File: src/rtl/sdhost_cmd_ctrl_if.sv
// Bus bundle for the SD host CMD-path controller: the SD clock level, the
// CMD pin pair, and the CPU register file mirror. The controller takes the
// slave view; whatever drives the register file and the card takes master.
interface sdhost_cmd_ctrl_if;
  logic        sd_clock;
  logic        cmd_pin_in;
  logic        cmd_pin_out;
  logic [31:0] R024h_CPU;
  logic [31:0] R024h_CPU_out;
  logic [15:0] R00eh_CPU;
  logic [15:0] R00eh_CPU_out;
  logic [15:0] R008h_CPU;
  logic [15:0] R008h_CPU_out;
  logic [15:0] R032h_CPU;
  logic [15:0] R032h_CPU_out;

  modport master (
    output sd_clock, cmd_pin_in, R024h_CPU, R00eh_CPU, R008h_CPU, R032h_CPU,
    input  cmd_pin_out, R024h_CPU_out, R00eh_CPU_out, R008h_CPU_out, R032h_CPU_out
  );

  modport slave (
    input  sd_clock, cmd_pin_in, R024h_CPU, R00eh_CPU, R008h_CPU, R032h_CPU,
    output cmd_pin_out, R024h_CPU_out, R00eh_CPU_out, R008h_CPU_out, R032h_CPU_out
  );
endinterface

File: src/rtl/sdhost_cmd_ctrl.sv
// SD host CMD-line controller. Serializes a 48-bit command frame on every
// rising edge of the (oversampled) SD clock, then optionally collects a
// 48- or 136-bit response and flags timeout / CRC / end-bit / index errors.
module sdhost_cmd_ctrl #(
  parameter int TIMEOUT = 64
) (
  input  logic            clock,
  input  logic            reset,
  sdhost_cmd_ctrl_if.slave bus
);

  localparam int TW = $clog2(TIMEOUT + 1);

  typedef enum logic [2:0] {S_IDLE, S_SEND, S_WAIT, S_RECV, S_DONE} state_t;

  // One step of the x^7 + x^3 + 1 CRC shift register.
  function automatic logic [6:0] crc7_step(input logic [6:0] c, input logic b);
    logic fb;
    fb = b ^ c[6];
    return {c[5:0], 1'b0} ^ (fb ? 7'h09 : 7'h00);
  endfunction

  // CRC7 of the 40 leading frame bits (start, direction, index, argument).
  function automatic logic [6:0] crc7_40(input logic [39:0] d);
    logic [6:0] c;
    c = '0;
    for (int i = 39; i >= 0; i--) c = crc7_step(c, d[i]);
    return c;
  endfunction

  state_t         r_state, w_state_next;
  logic           r_sd_clock_q;
  logic           r_start_q;
  logic           r_pin, w_pin_next;
  logic           r_inhibit, w_inhibit_next;
  logic           r_complete, w_complete_next;
  logic [3:0]     r_err, w_err_next;
  logic [3:0]     w_err_set;
  logic           w_err_clr;
  logic [15:0]    r_cmd, w_cmd_next;
  logic [15:0]    r_arg, w_arg_next;
  logic [47:0]    r_frame, w_frame_next;
  logic [7:0]     r_bit_cnt, w_bit_cnt_next;
  logic [TW-1:0]  r_to_cnt, w_to_cnt_next;
  logic [6:0]     r_crc, w_crc_next;
  logic [135:0]   r_rx, w_rx_next;
  logic [127:0]   r_resp, w_resp_next;

  logic           w_sd_tick;
  logic           w_start_edge;
  logic           w_long;
  logic [7:0]     w_rx_total;
  logic [135:0]   w_rx_shift;
  logic [39:0]    w_frame_head;
  logic           w_unused_bits;

  assign w_sd_tick    = bus.sd_clock & ~r_sd_clock_q;
  assign w_start_edge = bus.R024h_CPU[31] & ~r_start_q;
  assign w_long       = (r_cmd[1:0] == 2'b01);
  assign w_rx_total   = w_long ? 8'd136 : 8'd48;
  assign w_rx_shift   = {r_rx[134:0], bus.cmd_pin_in};
  assign w_frame_head = {2'b01, bus.R00eh_CPU[13:8], 16'h0000, bus.R008h_CPU};

  // The response register has no port of its own; keep it and the
  // don't-care register bits visibly consumed.
  assign w_unused_bits = ^{bus.R024h_CPU[1:0], bus.R032h_CPU[15:4], r_resp};

  assign bus.cmd_pin_out   = r_pin;
  assign bus.R024h_CPU_out = {bus.R024h_CPU[31:2], r_complete, r_inhibit};
  assign bus.R00eh_CPU_out = r_cmd;
  assign bus.R008h_CPU_out = r_arg;
  assign bus.R032h_CPU_out = {12'h000, r_err};

  // State and datapath registers; reset returns the CMD line to idle-high.
  always_ff @(posedge clock or posedge reset) begin
    if (reset) begin
      r_state      <= S_IDLE;
      r_sd_clock_q <= 1'b0;
      r_start_q    <= 1'b0;
      r_pin        <= 1'b1;
      r_inhibit    <= 1'b0;
      r_complete   <= 1'b0;
      r_err        <= '0;
      r_cmd        <= '0;
      r_arg        <= '0;
      r_frame      <= '0;
      r_bit_cnt    <= '0;
      r_to_cnt     <= '0;
      r_crc        <= '0;
      r_rx         <= '0;
      r_resp       <= '0;
    end else begin
      r_state      <= w_state_next;
      r_sd_clock_q <= bus.sd_clock;
      r_start_q    <= bus.R024h_CPU[31];
      r_pin        <= w_pin_next;
      r_inhibit    <= w_inhibit_next;
      r_complete   <= w_complete_next;
      r_err        <= w_err_next;
      r_cmd        <= w_cmd_next;
      r_arg        <= w_arg_next;
      r_frame      <= w_frame_next;
      r_bit_cnt    <= w_bit_cnt_next;
      r_to_cnt     <= w_to_cnt_next;
      r_crc        <= w_crc_next;
      r_rx         <= w_rx_next;
      r_resp       <= w_resp_next;
    end
  end

  // Next-state and datapath decisions; everything advances only on sd_tick,
  // so a stopped SD clock freezes the command wherever it is.
  always_comb begin
    w_state_next    = r_state;
    w_pin_next      = r_pin;
    w_inhibit_next  = r_inhibit;
    w_complete_next = r_complete;
    w_cmd_next      = r_cmd;
    w_arg_next      = r_arg;
    w_frame_next    = r_frame;
    w_bit_cnt_next  = r_bit_cnt;
    w_to_cnt_next   = r_to_cnt;
    w_crc_next      = r_crc;
    w_rx_next       = r_rx;
    w_resp_next     = r_resp;
    w_err_set       = '0;
    w_err_clr       = 1'b0;

    case (r_state)
      S_IDLE: begin
        if (w_start_edge) begin
          w_cmd_next      = bus.R00eh_CPU;
          w_arg_next      = bus.R008h_CPU;
          w_frame_next    = {w_frame_head, crc7_40(w_frame_head), 1'b1};
          w_bit_cnt_next  = '0;
          w_inhibit_next  = 1'b1;
          w_complete_next = 1'b0;
          w_err_clr       = 1'b1;
          w_state_next    = S_SEND;
        end
      end

      S_SEND: begin
        if (w_sd_tick) begin
          if (r_bit_cnt == 8'd48) begin
            // Whole frame is out: release the line, then listen if needed.
            w_pin_next = 1'b1;
            if (r_cmd[1:0] == 2'b00) begin
              w_state_next = S_DONE;
            end else begin
              w_to_cnt_next = '0;
              w_state_next  = S_WAIT;
            end
          end else begin
            w_pin_next     = r_frame[47];
            w_frame_next   = {r_frame[46:0], 1'b1};
            w_bit_cnt_next = r_bit_cnt + 8'd1;
          end
        end
      end

      S_WAIT: begin
        if (w_sd_tick) begin
          if (!bus.cmd_pin_in) begin
            // The start bit is the first response bit; it is a zero, so the
            // cleared shift register and CRC already account for it.
            w_rx_next      = '0;
            w_crc_next     = '0;
            w_bit_cnt_next = 8'd1;
            w_state_next   = S_RECV;
          end else if (r_to_cnt == TW'(TIMEOUT - 1)) begin
            w_err_set[0] = 1'b1;
            w_state_next = S_DONE;
          end else begin
            w_to_cnt_next = r_to_cnt + 1'b1;
          end
        end
      end

      S_RECV: begin
        if (w_sd_tick) begin
          w_rx_next      = w_rx_shift;
          w_bit_cnt_next = r_bit_cnt + 8'd1;
          // r_bit_cnt is the position of the arriving bit counted from the
          // start bit; only the CRC-covered span feeds the checker.
          if (w_long) begin
            if (r_bit_cnt >= 8'd8 && r_bit_cnt < 8'd128)
              w_crc_next = crc7_step(r_crc, bus.cmd_pin_in);
          end else begin
            if (r_bit_cnt < 8'd40)
              w_crc_next = crc7_step(r_crc, bus.cmd_pin_in);
          end
          if (r_bit_cnt == w_rx_total - 8'd1) begin
            w_resp_next = w_rx_shift[127:0];
            if (!w_rx_shift[0]) w_err_set[2] = 1'b1;
            if (r_crc != w_rx_shift[7:1]) w_err_set[1] = 1'b1;
            if (w_long) begin
              if (w_rx_shift[134]) w_err_set[2] = 1'b1;
            end else begin
              if (w_rx_shift[46]) w_err_set[2] = 1'b1;
              if (w_rx_shift[45:40] != r_cmd[13:8]) w_err_set[3] = 1'b1;
            end
            w_state_next = S_DONE;
          end
        end
      end

      S_DONE: begin
        w_inhibit_next  = 1'b0;
        w_complete_next = 1'b1;
        w_state_next    = S_IDLE;
      end

      default: begin
        w_state_next = S_IDLE;
      end
    endcase

    // Sticky errors: write-1-to-clear, a fresh start wipes them, and a new
    // error raised in the same clock as a clear wins.
    if (w_err_clr)
      w_err_next = '0;
    else
      w_err_next = (r_err & ~bus.R032h_CPU[3:0]) | w_err_set;
  end

endmodule

File: src/flat_wrapper.sv
// flat-port wrapper written by rule: the top's interface ports become plain ports
module sdhost_cmd_ctrl_flat 
#(
  parameter int TIMEOUT = 64
)
  (clock, reset, bus_sd_clock, bus_cmd_pin_in, bus_R024h_CPU, bus_R00eh_CPU, bus_R008h_CPU, bus_R032h_CPU, bus_cmd_pin_out, bus_R024h_CPU_out, bus_R00eh_CPU_out, bus_R008h_CPU_out, bus_R032h_CPU_out);
  sdhost_cmd_ctrl_if bus_i ();
  input  logic clock;
  input  logic reset;
  input wire logic [$bits(bus_i.sd_clock)-1:0] bus_sd_clock;
  input wire logic [$bits(bus_i.cmd_pin_in)-1:0] bus_cmd_pin_in;
  input wire logic [$bits(bus_i.R024h_CPU)-1:0] bus_R024h_CPU;
  input wire logic [$bits(bus_i.R00eh_CPU)-1:0] bus_R00eh_CPU;
  input wire logic [$bits(bus_i.R008h_CPU)-1:0] bus_R008h_CPU;
  input wire logic [$bits(bus_i.R032h_CPU)-1:0] bus_R032h_CPU;
  output wire logic [$bits(bus_i.cmd_pin_out)-1:0] bus_cmd_pin_out;
  output wire logic [$bits(bus_i.R024h_CPU_out)-1:0] bus_R024h_CPU_out;
  output wire logic [$bits(bus_i.R00eh_CPU_out)-1:0] bus_R00eh_CPU_out;
  output wire logic [$bits(bus_i.R008h_CPU_out)-1:0] bus_R008h_CPU_out;
  output wire logic [$bits(bus_i.R032h_CPU_out)-1:0] bus_R032h_CPU_out;
  assign bus_i.sd_clock = bus_sd_clock;
  assign bus_i.cmd_pin_in = bus_cmd_pin_in;
  assign bus_i.R024h_CPU = bus_R024h_CPU;
  assign bus_i.R00eh_CPU = bus_R00eh_CPU;
  assign bus_i.R008h_CPU = bus_R008h_CPU;
  assign bus_i.R032h_CPU = bus_R032h_CPU;
  assign bus_cmd_pin_out = bus_i.cmd_pin_out;
  assign bus_R024h_CPU_out = bus_i.R024h_CPU_out;
  assign bus_R00eh_CPU_out = bus_i.R00eh_CPU_out;
  assign bus_R008h_CPU_out = bus_i.R008h_CPU_out;
  assign bus_R032h_CPU_out = bus_i.R032h_CPU_out;
  sdhost_cmd_ctrl #(.TIMEOUT(TIMEOUT)) u_core (.clock(clock), .reset(reset), .bus(bus_i));
endmodule
File: config.mk
export PLATFORM = sky130hd
export DESIGN_NAME = sdhost_cmd_ctrl_flat
export DESIGN_NICKNAME = d
export VERILOG_FILES = /design/src/rtl/sdhost_cmd_ctrl_if.sv /design/src/rtl/sdhost_cmd_ctrl.sv /design/src/flat_wrapper.sv
export SDC_FILE = /design/constraint.sdc
export NUM_CORES = 1
export LEC_CHECK = 0
export CAP_MARGIN = 15
export CORE_UTILIZATION = 50
export DETAILED_ROUTE_END_ITERATION = 8
export DONT_BUFFER_PORTS = 1
export GPL_TIMING_DRIVEN = 0
export PLACE_DENSITY = 0.65
export SLEW_MARGIN = 5
export SYNTH_ARGS = -nofsm -noshare
export SYNTH_HDL_FRONTEND = slang
export SYNTH_SLANG_ARGS = --single-unit
export TNS_END_PERCENT = 10
File: constraint.sdc
create_clock -name clock -period 17.3 [get_ports clock]
set_clock_uncertainty 0.1 [all_clocks]
set_input_delay 3.46 -clock clock [delete_from_list [all_inputs] [get_ports clock]]
set_output_delay 3.46 -clock clock [all_outputs]
set_load 0.01 [all_outputs]
==> results of run 1 <==
-- kinds of logic after synthesis --
| kind of cell | Yosys count | share of synthesized area, % |
|---|---|---|
| AND/OR/NAND/NOR | 122 | 5.73 |
| other | 1 | 0.0350 |
| AO/OA/AOI/OAI | 253 | 19.0 |
| XOR/XNOR | 50 | 5.48 |
| flip-flops | 248 | 58.0 |
| multiplexers | 56 | 5.60 |
| adder cells (fa/ha/maj) | 3 | 0.351 |
| buffers and inverters | 111 | 5.82 |
-- synth_stat cells (all sizes together), types with 3 or more instances --
cell type / number / area [sq um]
o31ai: 7 / 66.3
mux2i: 25 / 250
mux2: 31 / 349
nand2b: 8 / 50.1
ha: 3 / 37.5
nor4: 4 / 55.1
nor2: 22 / 85.1
clkbuf: 23 / 86.3
or3: 4 / 25.0
xor2: 11 / 104
nand4: 5 / 31.3
xnor3: 9 / 205
a21oi: 19 / 106
buf: 75 / 488
o41ai: 4 / 35.0
a211o: 3 / 26.3
o21ai: 43 / 219
dfrtp: 247 / 6180
a22o: 153 / 1340
o21a: 3 / 22.5
nor2b: 8 / 50.1
o22ai: 3 / 18.8
xnor2: 30 / 278
inv: 13 / 48.8
nand2: 51 / 191
nand3: 7 / 40.0
a221oi: 3 / 38.8
nor3: 5 / 25.0
-- worst max-delay path by stage --
stage | from | to | depth (start not counted)
5_1_grt | bus_R024h_CPU[21] | bus_R024h_CPU_out[21] | 1
4_1_cts | bus_R024h_CPU[18] | bus_R024h_CPU_out[18] | 1
3_5_place_dp | bus_R024h_CPU[18] | bus_R024h_CPU_out[18] | 1
2_1_floorplan | reset | u_core.bus.R008h_CPU_out[0]$_DFFE_PP0P_ | 1
3_3_place_gp | reset | u_core.r_rx[14]$_DFFE_PP0P_ | 1
6_report | bus_R024h_CPU[18] | bus_R024h_CPU_out[18] | 1
-- layer usage --
metal / wire [um] / share of wire (%) / vias up / track usage [%]
li1: - / - / 3107 / -
met1: 10200 / 50 / 3380 / 29.4
met2: 8780 / 43 / 168 / 28.2
met3: 1100 / 5.4 / 30 / 3.83
met4: 403 / 2.0 / 0 / 5.00
met5: 0 / 0 / - / 0
-- area by class of cell --
cell class / count / area (sq um) / share of cell area [%]
multi-input combinational: 496 / 3920 / 32.5
clock inverter: 9 / 105 / 0.871
timing repair buffer: 2 / 55.1 / 0.456
tap: 275 / 344 / 2.85
clock buffer: 40 / 805 / 6.67
inverter: 13 / 56.3 / 0.467
buffer: 98 / 574 / 4.76
sequential: 248 / 6210 / 51.5
-- metrics by stage --
stage	setup slack (ns)	utilization, %	hold slack (ns)
finish	10.16	57.4	0.376
global route	10.15	57.4	0.400
CTS	10.16	57.4	0.380
detailed placement	10.16	53.1	0.362
global placement	4.26	52.8	0.361
floorplan	6.93	-	0.335
-- cells in the final DEF, fill, tap and decap left out, types with 21 or more instances in the layout --
cell	instances
dfrtp_1	247
a22o_1	153
nand2_1	51
buf_4	46
o21ai_0	38
mux2_2	30
clkbuf_1	28
xnor2_1	28
buf_2	27
clkbuf_16	27
mux2i_1	25
nor2_1	21
-- report_power, final --
group | leakage (uW) | switching, uW | internal (uW) | total [uW]
Sequential | 0.00332 | 89.4 | 675 | 764
Combinational | 0.00190 | 225 | 165 | 390
Clock | 0.000449 | 229 | 351 | 580
Total | 0.00567 | 544 | 1190 | 1730
-- sequential cells by signal (all words and copies together), names as in the netlist --
register,flops
u_core.bus.R008h_CPU_out,16
u_core.bus.R00eh_CPU_out,16
u_core.bus.cmd_pin_out,1
u_core.r_bit_cnt,8
u_core.r_complete,1
u_core.r_crc,7
u_core.r_err,4
u_core.r_frame,48
u_core.r_inhibit,1
u_core.r_rx,134
u_core.r_sd_clock_q,1
u_core.r_start_q,1
u_core.r_state,3
u_core.r_to_cnt,7
==> results.cfg, run 1 <==
[place]
placed_cells = 1132
gp_congestion = 0.830
dp_hpwl_um = 13500
placed_area_sq_um = 11200
io_buffers = 0

[worst_hold_path]
worstHoldEndpoint = u_core.r_frame[0]$_DFFE_PP0P_
hp-start = u_core.r_frame[0]$_DFFE_PP0P_
hp-class = reg2reg
min_delay_path_depth = 1

[worst_setup_path]
arrival_ns = 3.58
reg2regPathDepth = 6
cp_num_buf_inv = 1
reg2reg_from = u_core.r_state[2]$_DFFE_PP0P_
cp_top_family = buffers and inverters
worstPathMaxFanout = 1
critical-path-max-stage-delay_ns = 0.12
startpoint_type = input port
crit_chain = buf_4
r2r_slack_ns = 14.67
worstReg2RegEnd = u_core.r_err[3]$_DFF_PP0_
critical_path_class = in2out
cpMaxStageDelayCell = buf_4
worstSetupEndpointType = primary output
cp_data_required_time_ns = 13.74

[floorplanning]
die-area_sq_um = 22000
die_h_um = 148
core_sq_um = 21000
fp.dieW_um = 148
top_level_ports = 165
initial_utilization_pct = 50.9
rows = 53

[cts]
clkSinkCount = 248
numCtsBuffers = 27
clkSlewWorstSetupHoldPaths_ns = 0.06
cts_setup_buffers = 0
cts_buffer_depth = 3
insertion_delay_ns = 0.53
ctsHoldBuffers = 0
htreeDepth = 1
cts_tree = done
root_buffer = clkbuf_16
post_cts_resized = 0

[sta]
setup_viol = 0
rsz0062_at_grt = false
hold_viol = 0
relSlewSlack_pct = 50.5
worstMarginPinSlew_ns = 0.736
finalCriticalPeriod_ns = 7.14
tns_ns = 0
slew_viol_final = 0
fin_crit_sh_pct = 41.3
fmax_ghz = 0.140

[detailed_routing]
wl_per_cell_um = 17.4
drtPass1Iterations = 8
drt_iter0_drc = 412
drc_errors = 1
viasPerCell = 5.66
drtAntennaViolNets = 0
vias = 6685
drt_wl_total_um = 20500

[synth]
synthFlopType = dfrtp_1
synth-seq-area-share_pct = 58.0
synth-edff-count = 0
async_reset_ff_share_pct = 100
ys_ff_latch = 248
yosysUniqueCellTypes = 63
yosysWarnings = 0
syn-cell-area_sq_um = 10700
syn_area_per_cell_sq_um = 12.7
synth_cells = 844

[grt]
grt_use_total_pct = 19.3
grt_antenna_before_repair = 0
grt_max_degree = 104
grt_pass1_vias = 6527
grt_pass1_wl_um = 34200
overflow = 0

[status]
violations = design-rule violations
status = finished with violations

[pwr]
p_per_area_nw_per_um2 = 144
power.leakage_uw = 0.00567
peakVddDrop_uv = 80.2
power_uw = 1730

[final_layout]
fillers = 1700
num_antenna_cells = 0
stdcell_count = 1181
area_growth_pct = 12.7
design.final.nets = 973
drive_gt1_share_pct = 18.7
fin_area_sq_um = 12100

[run]
cap_violations = 0
Power figures use the tool's default switching activity.
==> run 2, diff against run 1 <==
Clock period 17.3 ns to 6.65 ns, I/O delays scaled along.
==> results.cfg, run 2 (synthesis results as in run 1) <==
[status]
status = finished with violations
violations = design-rule violations

[worst_setup_path]
startpoint_type = input port
worstSetupEndpointType = flip-flop
crit_chain = clkbuf_1, nor2b_1, nor2_1, nand2_1, buf_2, clkbuf_1, o21ai_0, o41ai_1
worstPathMaxFanout = 10
path_common_cell = clkbuf_1
crit_start = bus_cmd_pin_in
critical_path_class = in2reg
cpMaxStageDelayCell = nand2_1
arrival_ns = 3.30
critical-path-max-stage-delay_ns = 0.40
reg2reg_from = u_core.r_state[2]$_DFFE_PP0P_
cp_data_required_time_ns = 6.95

[final_layout]
design.final.nets = 977
ff_latch_area_sq_um = 6210
area_growth_pct = 13.8
utilization_pct = 57.9
drive_gt1_share_pct = 19.3
largest_register_ffs = 134
fillers = 1717
layout_commonest_cell = dfrtp_1
regMostFlops = u_core.r_rx
multi_input_area_sq_um = 3920
final_cell_mix = dfrtp_1 (247), a22o_1 (153), nand2_1 (51), buf_4 (46), o21ai_0 (38)
stdcell_count = 1184
reg_top3 = u_core.r_rx: 134 flops, u_core.r_frame: 48 flops
num_antenna_cells = 0

[sta]
fin_ws_ns = 3.65
fin_crit_sh_pct = 45.1
hold_viol = 0
worstMarginPinSlew_ns = 0.733
rsz0062_at_grt = false
setup_viol = 0
slew_viol_final = 0
relSlewSlack_pct = 50.8
finalCriticalPeriod_ns = 3.00
tns_ns = 0
fmax_ghz = 0.333

[cts]
cts_buffer_depth = 3
ctsHoldBuffers = 0
cts_tree = done
numCtsBuffers = 26
htreeDepth = 1
clkSinkCount = 248
post_cts_resized = 0
cts_setup_buffers = 0
root_buffer = clkbuf_16
insertion_delay_ns = 0.52
clkSlewWorstSetupHoldPaths_ns = 0.06

[detailed_routing]
drc_errors = 1
drt_iter0_drc = 305
vias = 6648
drtPass1Iterations = 7
viasPerCell = 5.61
wl_per_cell_um = 17.3
drtAntennaViolNets = 0
drt_wl_total_um = 20500

[floorplanning]
top_level_ports = 165
fp.dieW_um = 148
die-area_sq_um = 22000
die_h_um = 148
initial_utilization_pct = 50.9
rows = 53
core_sq_um = 21000

[grt]
grt_pass1_wl_um = 34400
globalRouteMet3Util_pct = 4.05
grt_max_degree = 43
grt_use_total_pct = 19.4
grt_antenna_before_repair = 0
use_met2_pct = 28.2
top_usage_layer = met1
grt_pass1_vias = 6520
use_met1_pct = 29.8
overflow = 0

[pwr]
power.leakage_uw = 0.00573
power_uw = 4570
peakVddDrop_uv = 267
p_per_area_nw_per_um2 = 375

[place]
placed_cells = 1137
dp_hpwl_um = 14000
dp_slack_ns = 3.03
io_buffers = 0
gp_congestion = 0.822

[worst_hold_path]
hp-class = reg2reg
hp-start = u_core.r_frame[0]$_DFFE_PP0P_

[run]
cap_violations = 0
run 2: final timing paths:
| path | end | slack [ns] | cells after the start |
|---|---|---|---|
| setup / recovery | u_core.r_crc[6]$_DFFE_PP0P_ | 3.65 | 8 |
| hold / removal | u_core.r_frame[0]$_DFFE_PP0P_ | 0.38 | 1 |
| setup reg to reg | u_core.r_err[3]$_DFF_PP0_ | 4.00 | 6 |
| hold reg to reg | u_core.r_frame[0]$_DFFE_PP0P_ | 0.38 | 1 |
| max in group asynchronous | u_core.r_frame[19]$_DFFE_PP0P_ | 4.83 | 5 |
| min in group asynchronous | u_core.r_rx[14]$_DFFE_PP0P_ | 0.50 | 1 |
run 2: routing by layer:
layer  routed length (um)  share of wire [%]
met1                10200                 50
met2                 8930                 43
met3                 1080                5.3
met4                  285                1.4
met5                    0                  0
run 2: area by class of cell:
class                      instances  area share (%)
timing repair buffer               7            1.15
tap                              275            2.83
inverter                          13           0.431
sequential                       248            51.0
multi-input combinational        496            32.2
buffer                            98            4.72
clock inverter                    10            1.23
clock buffer                      37            6.51
run 2: critical path, delay by kind of cell:
kind / cells / cell delay, ns
compound gates: 2 / 0.23
buf+inv: 3 / 1.02
simple gates: 3 / 0.70
run 2: where the power goes:
group	total, uW	leakage, uW	switching (uW)	internal [uW]
registers	1980	0.00332	229	1760
clock network	1560	0.000473	576	980
logic	1030	0.00193	593	434
total	4570	0.00573	1400	3170
run 2: through the flow:
stage,cell area (sq um),hold WS [ns]
4_1_cts,12200,0.384
3_5_place_dp,11200,0.366
3_3_place_gp,11100,0.361
2_1_floorplan,10800,0.335
6_report,12200,0.380
5_1_grt,12200,0.401
==> run 3, diff against run 2 <==
Settings changed: PLACE_DENSITY 0.65 to 0.68.
Clock period 6.65 ns to 2.4 ns, I/O delays scaled along.
==> results.cfg, run 3 (synthesis results as in run 1) <==
[grt]
grt_use_total_pct = 19.6
grt_antenna_before_repair = 0
grt_pass1_wl_um = 34800
overflow = 0
grt_pass1_vias = 6586
grt_max_degree = 43

[cts]
htreeDepth = 1
cts_tree = done
insertion_delay_ns = 0.52
cts_buffer_depth = 3
clkSinkCount = 248
root_buffer = clkbuf_16
numCtsBuffers = 26
clkSlewWorstSetupHoldPaths_ns = 0.06

[pwr]
power.leakage_uw = 0.00582
p_per_area_nw_per_um2 = 993
peakVddDrop_uv = 731

[floorplanning]
core_sq_um = 21000
die_h_um = 148
fp.dieW_um = 148
top_level_ports = 165
rows = 53
initial_utilization_pct = 50.9
die-area_sq_um = 22000

[sta]
finalCriticalPeriod_ns = 2.29
fmax_ghz = 0.436
slew_viol_final = 0
relSlewSlack_pct = 41.4
fin_crit_sh_pct = 95.6
rsz0062_at_grt = false
fin_ws_ns = 0.106
tns_ns = 0
setup_viol = 0
hold_viol = 0
worstMarginPinSlew_ns = 0.877

[final_layout]
final_cell_mix = dfrtp_1 (247), a22o_1 (153), nand2_1 (49), buf_4 (47), o21ai_0 (38)
multi_input_area_sq_um = 3950
ff_latch_area_sq_um = 6210
regMostFlops = u_core.r_rx
stdcell_count = 1215
drive_gt1_share_pct = 19.3
fin_area_sq_um = 12400
num_antenna_cells = 0
largest_register_ffs = 134
design.final.nets = 1007
area_growth_pct = 16.0
reg_top3 = u_core.r_rx: 134 flops, u_core.r_frame: 48 flops
layout_commonest_cell = dfrtp_1
fillers = 1734

[worst_setup_path]
path_common_cell = buf_2
cpMaxStageDelayCell = nor4_4
critical-path-max-stage-delay_ns = 0.43
worstSetupEndpointType = flip-flop
worstPathMaxFanout = 10
arrival_ns = 2.62
cp_data_required_time_ns = 2.73
startpoint_type = flip-flop
critical_path_class = reg2reg
crit_chain = buf_2, nor4_4, a31oi_4, o211ai_4, buf_2, nor3_1, a221oi_2

[detailed_routing]
wl_per_cell_um = 17.2
drtAntennaViolNets = 0
drt_iter0_drc = 317
drt_wl_total_um = 20900
viasPerCell = 5.64
drc_errors = 0
drtPass1Iterations = 4
vias = 6849

[place]
io_buffers = 0
placed_area_sq_um = 11200
placed_cells = 1136
dp_hpwl_um = 14000
dp_slack_ns = -0.236
gp_congestion = 0.862

[status]
status = completed

[run]
cap_violations = 0

[worst_hold_path]
hp-class = in2reg
==> run 3: cell types whose count changed in the layout (fill, tap and decap cells not counted), sizes merged <==
cell and delta:
dlygate4sd3 +30, bufinv -3, clkinv +3, clkinvlp +1
==> run 3: worst paths after layout <==
kind,end,slack [ns],cells past startpoint,startpoint
setup / recovery,u_core.r_frame[5]$_DFFE_PP0P_,0.11,7,u_core.r_bit_cnt[3]$_DFFE_PP0P_
hold / removal,u_core.bus.R008h_CPU_out[14]$_DFFE_PP0P_,0.02,1,bus_R008h_CPU[14]
setup reg to reg,u_core.r_frame[5]$_DFFE_PP0P_,0.11,7,u_core.r_bit_cnt[3]$_DFFE_PP0P_
hold reg to reg,u_core.r_frame[0]$_DFFE_PP0P_,0.38,1,u_core.r_frame[0]$_DFFE_PP0P_
max in group asynchronous,u_core.bus.R008h_CPU_out[9]$_DFFE_PP0P_,0.48,5,reset
min in group asynchronous,u_core.r_rx[15]$_DFFE_PP0P_,0.52,2,reset
==> run 3: timing repair <==
item / in CTS / in global routing
gates resized for setup: 1 / 13
gates cloned: 0 / 0
hold endpoints to repair: 64 / 0
hold buffers: 30 / 0
pin swaps: 0 / 1
setup endpoints to repair: 124 / 155
buffers inserted: 0 / 1
==> run 3: final cells by class <==
cell class,count,share of cell area [%]
Clock buffer,37,6.14
Sequential cell,248,50.0
Timing Repair Buffer,37,3.55
Buffer,98,4.66
Multi-Input combinational cell,496,31.8
Tap cell,275,2.77
Inverter,13,0.423
Clock inverter,11,0.665
==> run 3: power breakdown <==
| part | internal [uW] | switching, uW | leakage (uW) |
|---|---|---|---|
| combinational | 1250 | 1670 | 0.00208 |
| clock | 2320 | 1590 | 0.000424 |
| sequential | 4860 | 650 | 0.00332 |
==> run 3: through the flow <==
| step | hold slack, ns | util (%) | power, uW |
|---|---|---|---|
| after floorplan | 0.335 | - | 7700 |
| after global placement | 0.361 | 52.8 | 8320 |
| after detailed placement | 0.371 | 53.4 | 8420 |
| after CTS | 0.00148 | 58.8 | 12400 |
| after global routing | 0.00285 | 59.1 | 13000 |
| final | 0.0191 | 59.1 | 12300 |
==> run 3: worst max-delay path: cells and delay by family (launching register included) <==
| kind | cells | cell delay [ns] |
|---|---|---|
| AO/OA/AOI/OAI | 3 | 0.69 |
| buffers and inverters | 2 | 0.51 |
| flip-flops | 1 | 0.36 |
| AND/OR/NAND/NOR | 2 | 0.52 |
==> run 3: routing by layer <==
layer | vias up | GRT usage (%) | routed length (um)
met5 | - | 0 | 0
met4 | 0 | 4.69 | 406
met3 | 31 | 3.53 | 1070
met2 | 168 | 29.1 | 9310
met1 | 3470 | 29.8 | 10100
li1 | 3180 | - | -
